[src/rtl/fft_stage_sequencer.sv]
// fft_stage_sequencer
//   Drives an in-place radix-2 DIT FFT over a 2^FFT_N-point complex RAM.
//   It runs FFT_N stages. In each stage it issues one butterfly per cycle,
//   maps the returned butterfly indices back to RAM write addresses, and
//   tracks the block-floating-point width that the next stage will apply.
//
//   Ports
//     clk, reset            clock, asynchronous active-low reset
//     start                 one-cycle run request (honoured only when idle)
//     busy / done / err     run in progress / end-of-run pulse / sticky protocol error
//     stage                 current stage index
//     rd_en, rd_addr_a/b    RAM operand reads
//     tw_addr               twiddle ROM index
//     bf_iact/ictrl/addr    butterfly issue, aligned to read data by RD_LATENCY
//     bf_clr_bfp, bf_ibfp   stage-start pulse and BFP width for the stage
//     bf_oact/octrl/oaddr   butterfly results returning from the core
//     bf_max_bit_width      result width, valid with bf_oact
//     wr_en, wr_addr_a/b    RAM result writes (combinational from the return path)
module fft_stage_sequencer #(
   parameter int unsigned FFT_N             = 10,
   parameter int unsigned FFT_MAX_BIT_WIDTH = 5,
   parameter int unsigned RD_LATENCY        = 1
) (
   input  logic                         clk,
   input  logic                         reset,
   input  logic                         start,
   output logic                         busy,
   output logic                         done,
   output logic                         err,
   output logic [FFT_N-1:0]             stage,
   output logic                         rd_en,
   output logic [FFT_N-1:0]             rd_addr_a,
   output logic [FFT_N-1:0]             rd_addr_b,
   output logic [FFT_N-2:0]             tw_addr,
   output logic                         bf_iact,
   output logic [1:0]                   bf_ictrl,
   output logic [FFT_N-2:0]             bf_addr,
   output logic                         bf_clr_bfp,
   output logic [FFT_MAX_BIT_WIDTH-1:0] bf_ibfp,
   input  logic                         bf_oact,
   input  logic [1:0]                   bf_octrl,
   input  logic [FFT_N-2:0]             bf_oaddr,
   input  logic [FFT_MAX_BIT_WIDTH-1:0] bf_max_bit_width,
   output logic                         wr_en,
   output logic [FFT_N-1:0]             wr_addr_a,
   output logic [FFT_N-1:0]             wr_addr_b
);

   localparam logic [FFT_N-1:0] ONE        = FFT_N'(1);
   localparam logic [FFT_N-2:0] K_ONE      = (FFT_N-1)'(1);
   localparam logic [FFT_N-2:0] K_LAST     = '1;
   localparam logic [FFT_N-1:0] HALF       = {1'b1, {(FFT_N-1){1'b0}}};
   localparam logic [FFT_N-1:0] RET_LAST   = HALF - ONE;
   localparam logic [FFT_N-1:0] LAST_STAGE = FFT_N'(FFT_N - 1);

   typedef enum logic [2:0] {S_IDLE, S_ISSUE, S_DRAIN, S_NEXT, S_DONE} state_t;

   state_t                         state_q;
   logic [FFT_N-1:0]               stage_q;
   logic [FFT_N-2:0]               k_q;
   logic [FFT_N-1:0]               ret_q;
   logic [FFT_MAX_BIT_WIDTH-1:0]   smax_q;
   logic [FFT_MAX_BIT_WIDTH-1:0]   ibfp_q;
   logic                           busy_q, done_q, err_q, rd_en_q, clr_q;

   logic [RD_LATENCY-1:0]            act_q;
   logic [RD_LATENCY-1:0][1:0]       ctrl_q;
   logic [RD_LATENCY-1:0][FFT_N-2:0] kd_q;

   logic [1:0]          issue_ctrl_d;
   logic [FFT_N-2:0]    issue_k_d;
   logic [2*FFT_N-1:0]  rd_pair, wr_pair;
   logic                unused_octrl0;

   // A is k with a zero bit inserted at position s; B sets that bit.
   function automatic logic [2*FFT_N-1:0] pair_addr(input logic [FFT_N-2:0] k,
                                                    input logic [FFT_N-1:0] s);
      logic [FFT_N-1:0] kx, low, a;
      kx  = {1'b0, k};
      low = ~({FFT_N{1'b1}} << s);
      a   = ((kx & ~low) << 1) | (kx & low);
      return {a | (low + ONE), a};
   endfunction

   function automatic logic [FFT_N-2:0] tw_of(input logic [FFT_N-2:0] k,
                                              input logic [FFT_N-1:0] s);
      logic [FFT_N-2:0] pos;
      pos = k & ~({(FFT_N-1){1'b1}} << s);
      return pos << (LAST_STAGE - s);
   endfunction

   assign unused_octrl0 = bf_octrl[0];

   assign issue_ctrl_d = rd_en_q ? {k_q == K_LAST, k_q == '0} : 2'b00;
   assign issue_k_d    = rd_en_q ? k_q : '0;

   always_comb begin
      rd_pair   = pair_addr(k_q, stage_q);
      wr_pair   = pair_addr(bf_oaddr, stage_q);
      rd_addr_a = rd_en_q ? rd_pair[FFT_N-1:0] : '0;
      rd_addr_b = rd_en_q ? rd_pair[2*FFT_N-1:FFT_N] : '0;
      tw_addr   = rd_en_q ? tw_of(k_q, stage_q) : '0;
      wr_en     = bf_oact;
      wr_addr_a = bf_oact ? wr_pair[FFT_N-1:0] : '0;
      wr_addr_b = bf_oact ? wr_pair[2*FFT_N-1:FFT_N] : '0;
   end

   always_ff @(posedge clk or negedge reset) begin
      if (!reset) begin
         state_q <= S_IDLE;
         stage_q <= '0;
         k_q     <= '0;
         ret_q   <= '0;
         smax_q  <= '0;
         ibfp_q  <= '0;
         busy_q  <= 1'b0;
         done_q  <= 1'b0;
         err_q   <= 1'b0;
         rd_en_q <= 1'b0;
         clr_q   <= 1'b0;
         act_q   <= '0;
         ctrl_q  <= '0;
         kd_q    <= '0;
      end else begin
         act_q[0]  <= rd_en_q;
         ctrl_q[0] <= issue_ctrl_d;
         kd_q[0]   <= issue_k_d;
         for (int unsigned i = 1; i < RD_LATENCY; i++) begin
            act_q[i]  <= act_q[i-1];
            ctrl_q[i] <= ctrl_q[i-1];
            kd_q[i]   <= kd_q[i-1];
         end

         // Return accounting first so that the state-driven clears below win.
         if (bf_oact) begin
            ret_q <= ret_q + ONE;
            if (bf_max_bit_width > smax_q) smax_q <= bf_max_bit_width;
         end

         case (state_q)
            S_IDLE: begin
               if (start) begin
                  state_q <= S_ISSUE;
                  stage_q <= '0;
                  k_q     <= '0;
                  ret_q   <= '0;
                  smax_q  <= '0;
                  ibfp_q  <= '0;
                  err_q   <= 1'b0;
                  busy_q  <= 1'b1;
                  rd_en_q <= 1'b1;
                  clr_q   <= 1'b1;
               end
            end
            S_ISSUE: begin
               clr_q <= 1'b0;
               k_q   <= k_q + K_ONE;
               if (k_q == K_LAST) begin
                  state_q <= S_DRAIN;
                  rd_en_q <= 1'b0;
               end
            end
            S_DRAIN: begin
               if (ret_q == HALF) begin
                  if (stage_q != LAST_STAGE) begin
                     state_q <= S_NEXT;
                  end else begin
                     state_q <= S_DONE;
                     done_q  <= 1'b1;
                     busy_q  <= 1'b0;
                  end
               end
            end
            S_NEXT: begin
               stage_q <= stage_q + ONE;
               ibfp_q  <= smax_q;
               smax_q  <= '0;
               ret_q   <= '0;
               k_q     <= '0;
               state_q <= S_ISSUE;
               rd_en_q <= 1'b1;
               clr_q   <= 1'b1;
            end
            S_DONE: begin
               done_q  <= 1'b0;
               ibfp_q  <= smax_q;
               state_q <= S_IDLE;
            end
            default: state_q <= S_IDLE;
         endcase

         // Error detection sits after the start clear so a coincident fault still flags.
         if (bf_oact && ((state_q == S_IDLE) || (ret_q >= HALF) ||
                         (bf_octrl[1] && (ret_q != RET_LAST))))
            err_q <= 1'b1;
      end
   end

   assign busy       = busy_q;
   assign done       = done_q;
   assign err        = err_q;
   assign stage      = stage_q;
   assign rd_en      = rd_en_q;
   assign bf_clr_bfp = clr_q;
   assign bf_ibfp    = ibfp_q;
   assign bf_iact    = act_q[RD_LATENCY-1];
   assign bf_ictrl   = ctrl_q[RD_LATENCY-1];
   assign bf_addr    = kd_q[RD_LATENCY-1];

endmodule

[config.mk]
export PLATFORM = sky130hd
export DESIGN_NAME = fft_stage_sequencer
export DESIGN_NICKNAME = d
export VERILOG_FILES = /design/src/rtl/fft_stage_sequencer.sv
export SDC_FILE = /design/constraint.sdc
export NUM_CORES = 1
export LEC_CHECK = 0
export CELL_PAD_IN_SITES_DETAIL_PLACEMENT = 1
export CELL_PAD_IN_SITES_GLOBAL_PLACEMENT = 1
export CORE_ASPECT_RATIO = 2
export CORE_MARGIN = 2
export CORE_UTILIZATION = 40
export DETAILED_ROUTE_END_ITERATION = 16
export MAX_ROUTING_LAYER = met4
export PLACE_DENSITY = 0.85
export SLEW_MARGIN = 30
export SYNTH_ARGS = -nofsm -noshare
export SYNTH_HDL_FRONTEND = slang
export SYNTH_SLANG_ARGS = --single-unit
[constraint.sdc]
create_clock -name clk -period 7.2 [get_ports clk]
set_input_delay 1.8 -clock clk [delete_from_list [all_inputs] [get_ports clk]]
set_output_delay 1.8 -clock clk [all_outputs]
set_load 0.005 [all_outputs]
* Yosys cells after proc, flatten, opt, wreduce, memory -nomap -nowiden
Index checks and enable logic that the tools add are counted.
Storage, ports and cells: word-level logic and storage cells 108, latch bits 0, bits in read-only memories 0, RAM bits 0, register bits after elaboration 59, output and inout port bits 82, memories kept 0, input port bits 20
Cells by class: add/subtract/negate cells 5, mux-type cells 38, shifts and indexed selects 3, $mul 0, $lt $le $gt $ge 2, bitwise logic cells 12, reduce and logical (&&, ||, !) cells 22, eq/ne operators 12, divide/modulo/power cells 0
Operators by type and width (count):
- 2-to-1 mux 10 bit | 7
- OR 10 bit | 4
- case mux 10 bit (2 select lines) | 2
- adder 10 x 1 -> 10 bit, second input constant | 3
- bitwise AND 9 bit | 3
- 2-to-1 mux 9 bit | 3
- case mux 9 bit (3 select lines) | 1
- bitwise AND 9 x 10 -> 10 bit | 2
- 2-to-1 mux 5 bit | 4
- case mux 5 bit (2 select lines) | 2
- NOT 9 bit | 2
- 2-to-1 mux 3 bit | 4
- case mux 3 bit (4 select lines) | 1
- nonzero test 2 bit | 6
- == test 10 bit, second input constant | 1
- >= comparator 10 bit, second input constant | 1
- != test 10 x 4 -> 1 bit, second input constant | 1
- != test 10 x 9 -> 1 bit, second input constant | 1
- NOT 10 bit | 1
- left shift 10 x 10 -> 10 bit, first input constant | 1
- left shift 9 x 10 -> 9 bit | 1
- left shift 9 x 10 -> 9 bit, first input constant | 1
- subtractor 4 x 10 -> 10 bit, first input constant | 1
- adder 9 x 1 -> 9 bit, second input constant | 1
- other kinds (19) | 40

* Depth between registers and ports, before layout
depth after elaboration 7, mapped depth 11

* Least setup slack after synthesis
No wires, ideal clock.
path kind in2out, from in bf_oact, to out wr_addr_b[4], data required time 5.400 ns, arrival 2.578 ns, stages 4, slack 2.822 ns, cells stage by stage buf_1 -> inv_1 -> clkbuf_1 -> o22ai_1
On the way: cells in the longest elaborated chain, start to end 1
Ends and longest elaborated chain:
- from (decl) | line 40 | input logic bf_oact,
- 2-to-1 mux 10 bit | line 105 | wr_addr_b = bf_oact ? wr_pair[2*FFT_N-1:FFT_N] : '0;
- to (decl) | line 46 | output logic [FFT_N-1:0] wr_addr_b
Every way passes these cells.

* Final worst setup path
Ends and elaborated chain as after synthesis.

==> flow_summary.ini <==
[grt]
grt_pass1_wl_um = 22800
antenna_found_initial = 0
gr-total-overflow = 0
grt_pass1_vias = 4590
track_usage = 0.276
grt_start_max_net_pins = 60

[die]
rows = 52
ios = 102
die_area_um2 = 11200
die_w_um = 75.7
die_h_um = 147
start_util = 0.408
coreArea_um2 = 10100

[timing]
setup-tns-final_ns = 0
clock_skew_ns = 0.00885
worst_pin_slew_ns = 0.942
period_minus_slack_ns = 5.45
worst_slack_ns = 1.75
finalCritPeriodShare = 0.757
whs_ns = 0.507
relSlewSlack = 0.372
hold_viol = 0
setup_viol = 0
rsz0062_at_grt = false
fmax_ghz = 0.183
drv_slew = 0

[job]
cap_violations = 0

[final_layout]
drive_gt1_frac = 0.0698
postLayoutCoreUtil = 0.545
area.growth.synth_to_final_pct = 33.8
design_area_um2 = 5500
finalNonFillerCells = 722
n_antenna_cell = 0
finalNetCount = 616

[pwr]
design_power_total_mw = 1.58
p_leak_nw = 2.31
combPwrFrac = 0.362
power_switching_share = 0.358
power_frac_seq = 0.339
p_per_area_nw_per_um2 = 288
irDropWorstVdd_v = 0.000160
internal_power_mw = 1.02
switchingPower_uw = 567
clkPwrFrac = 0.298

[drt]
ant_nets = 0
drt_iter0_drc = 224
avgRoutedWirePerCell_um = 19.6
drtPass1Iterations = 5
detail_route.vias_per_cell = 5.85
drt-total-wl_um = 14200
drc = 0
vias = 4222

[clocking]
cts-root-buf = clkbuf_16
cts_sinks = 59
postCtsSetupBuffers = 0
cts_resized = 0
cts_tree = done
cts_max_level = 3
clk_pin_slew_ns = 0.06
clock_latency_ns = 0.33
clock_path_buffers = 2
cts_made_buffers = 9
holdBufCountCts = 0

[placed_design]
dp_slack_ns = 1.71
io_buffers = 100
post_dp_cell_area_um2 = 5170
gp_congestion = 0.865
dpl.hpwl_um = 10600
placed_cells = 706

[worst_setup_path]
r2r_end = stage[1]
cpPeakStageDelay_ns = 0.54
r2r-start = state_q[0]
cpMaxStageDelayCell = clkdlybuf4s50_1
crit_path_cell_trace = clkdlybuf4s50_1 -> buf_4 -> inv_1 -> o22ai_1 -> clkdlybuf4s50_1
cp_top_family = buffers and inverters
worstPathRequired_ns = 5.40
path_max_fanout = 23
end_kind = output pin
cp-start-kind = input port
path_class = in2out
reg2reg_slack_ns = 4.92
r2r_cells = 4
arrival_ns = 3.65
timing.critical_path.mode_cell = clkdlybuf4s50_1
path_buf_inv = 4

[yosys]
yosysSeqAreaShare = 0.359
synthesis.area_um2 = 4110
yosysWarningCount = 0
syn-num-nets = 531
synthArstFlopShare = 1.00
syn_area_per_cell_um2 = 8.27
synth-edff-count = 0
ys_seq_elements = 59
synth_top_flop_cell = dfrtp_1
yosysUniqueCellTypes = 69
synthesis.instances = 497

[min_path]
min_to = bf_clr_bfp
hold_class = reg2reg
hold_depth = 2
min_from = bf_clr_bfp

[run_status]
outcome = finished clean
## flip-flops by register name, indices dropped and copies added, names as in the netlist, 2 cells and up
name	count
ret_q	10
bf_ictrl	2
bf_ibfp	5
state_q	3
k_q	9
smax_q	5
stage	10
bf_addr	9
## placed cells by master (no fill, tap or decap), types with 3 or more instances in the layout
cell type and n:
nor4_1 3, inv_1 23, a21o_1 3, o211ai_1 3
a2bb2oi_1 4, nor2_1 54, a31oi_1 6, nand2b_1 3
dfrtp_1 59, nand4_1 11, ha_1 14, o21ai_0 37
clkdlybuf4s50_1 99, a22oi_1 9, xor2_1 11, and2_1 15
xnor2_1 5, a211oi_1 7, clkbuf_16 9, nand2_1 51
nor2b_1 7, nor3_1 13, a21boi_0 3, o22ai_1 3
a21oi_1 23, buf_4 5, o21a_1 5, a22o_1 7
and3_1 7, nor4b_1 3, mux2i_1 12, nand3_1 22
## worst max path at each step
stage / from / end / slack, ns / cells after the start
global placement: bf_oact / wr_addr_b[4] / 1.76 / 5
detailed placement: bf_oact / wr_addr_b[4] / 1.71 / 5
floorplan: bf_oact / wr_addr_b[4] / 2.82 / 4
CTS: bf_oact / wr_addr_b[4] / 1.71 / 5
global route: stage[7] / rd_addr_b[8] / 1.53 / 9
finish: bf_oact / wr_addr_b[4] / 1.75 / 5
## layer usage
layer / global-route usage / vias up / wire (um)
met2: 0.509 / 137 / 8150
met3: 0.0368 / 38 / 475
met5: - / - / 0
met4: 0.141 / 0 / 624
met1: 0.262 / 2103 / 4930
li1: - / 1944 / -
## layout make-up
type / instances / area [um^2]
Tap cell: 135 / 169
Fill cell: 1189 / 4580
Inverter: 26 / 97.6
Sequential cell: 59 / 1480
Multi-Input combinational cell: 381 / 2400
Clock buffer: 9 / 225
Clock inverter: 7 / 101
Timing Repair Buffer: 105 / 1030
## synth_stat cells (all sizes together), types with 3 or more instances
cell	n	area (um^2)
ha	14	175
o22ai	3	18.8
a2bb2oi	4	35.0
inv	25	93.8
nor2b	7	43.8
o21a	5	37.5
nor4	4	40.0
nor2	56	234
a21oi	24	124
nor4b	3	26.3
nand4	11	68.8
xor2	11	96.3
o211ai	3	22.5
and3	8	51.3
buf	11	65.1
nand2b	3	18.8
nor3	14	81.3
a22oi	9	67.6
mux2i	12	120
a21o	3	22.5
xnor2	5	43.8
a31oi	6	37.5
dfrtp	59	1480
clkbuf	20	75.1
and2	16	101
a21boi	5	37.5
o21ai	38	190
a22o	7	61.3
nand2	53	209
a211oi	7	52.6
nand3	23	128
## power by group through the flow
stage | Clock [mW] | Sequential [mW] | Combinational (mW)
5_1_grt | 0.492 | 0.547 | 0.638
2_1_floorplan | 0 | 0.466 | 0.352
4_1_cts | 0.479 | 0.534 | 0.580
3_3_place_gp | 0 | 0.531 | 0.544
3_5_place_dp | 0 | 0.539 | 0.573
6_report | 0.472 | 0.538 | 0.574
## worst reg2reg max path, stage by stage, from the launching register on
cell	delay, ns
dfrtp_1	0.54
or3b_2	0.55
a21oi_1	0.59
buf_4	0.35
o21ai_0	0.11
## kinds of logic (layout without fill, tap and decap cells)
kind of cell,count (synthesis),after routing,synth area share
AND/OR/NAND/NOR,206,206,0.259
AO/OA/AOI/OAI,132,132,0.215
XOR/XNOR,16,16,0.0341
adder cells (fa/ha/maj),14,14,0.0426
multiplexers,13,13,0.0320
flip-flops,59,59,0.359
buffers and inverters,57,147,0.0578
Power figures use the tool's default switching activity.
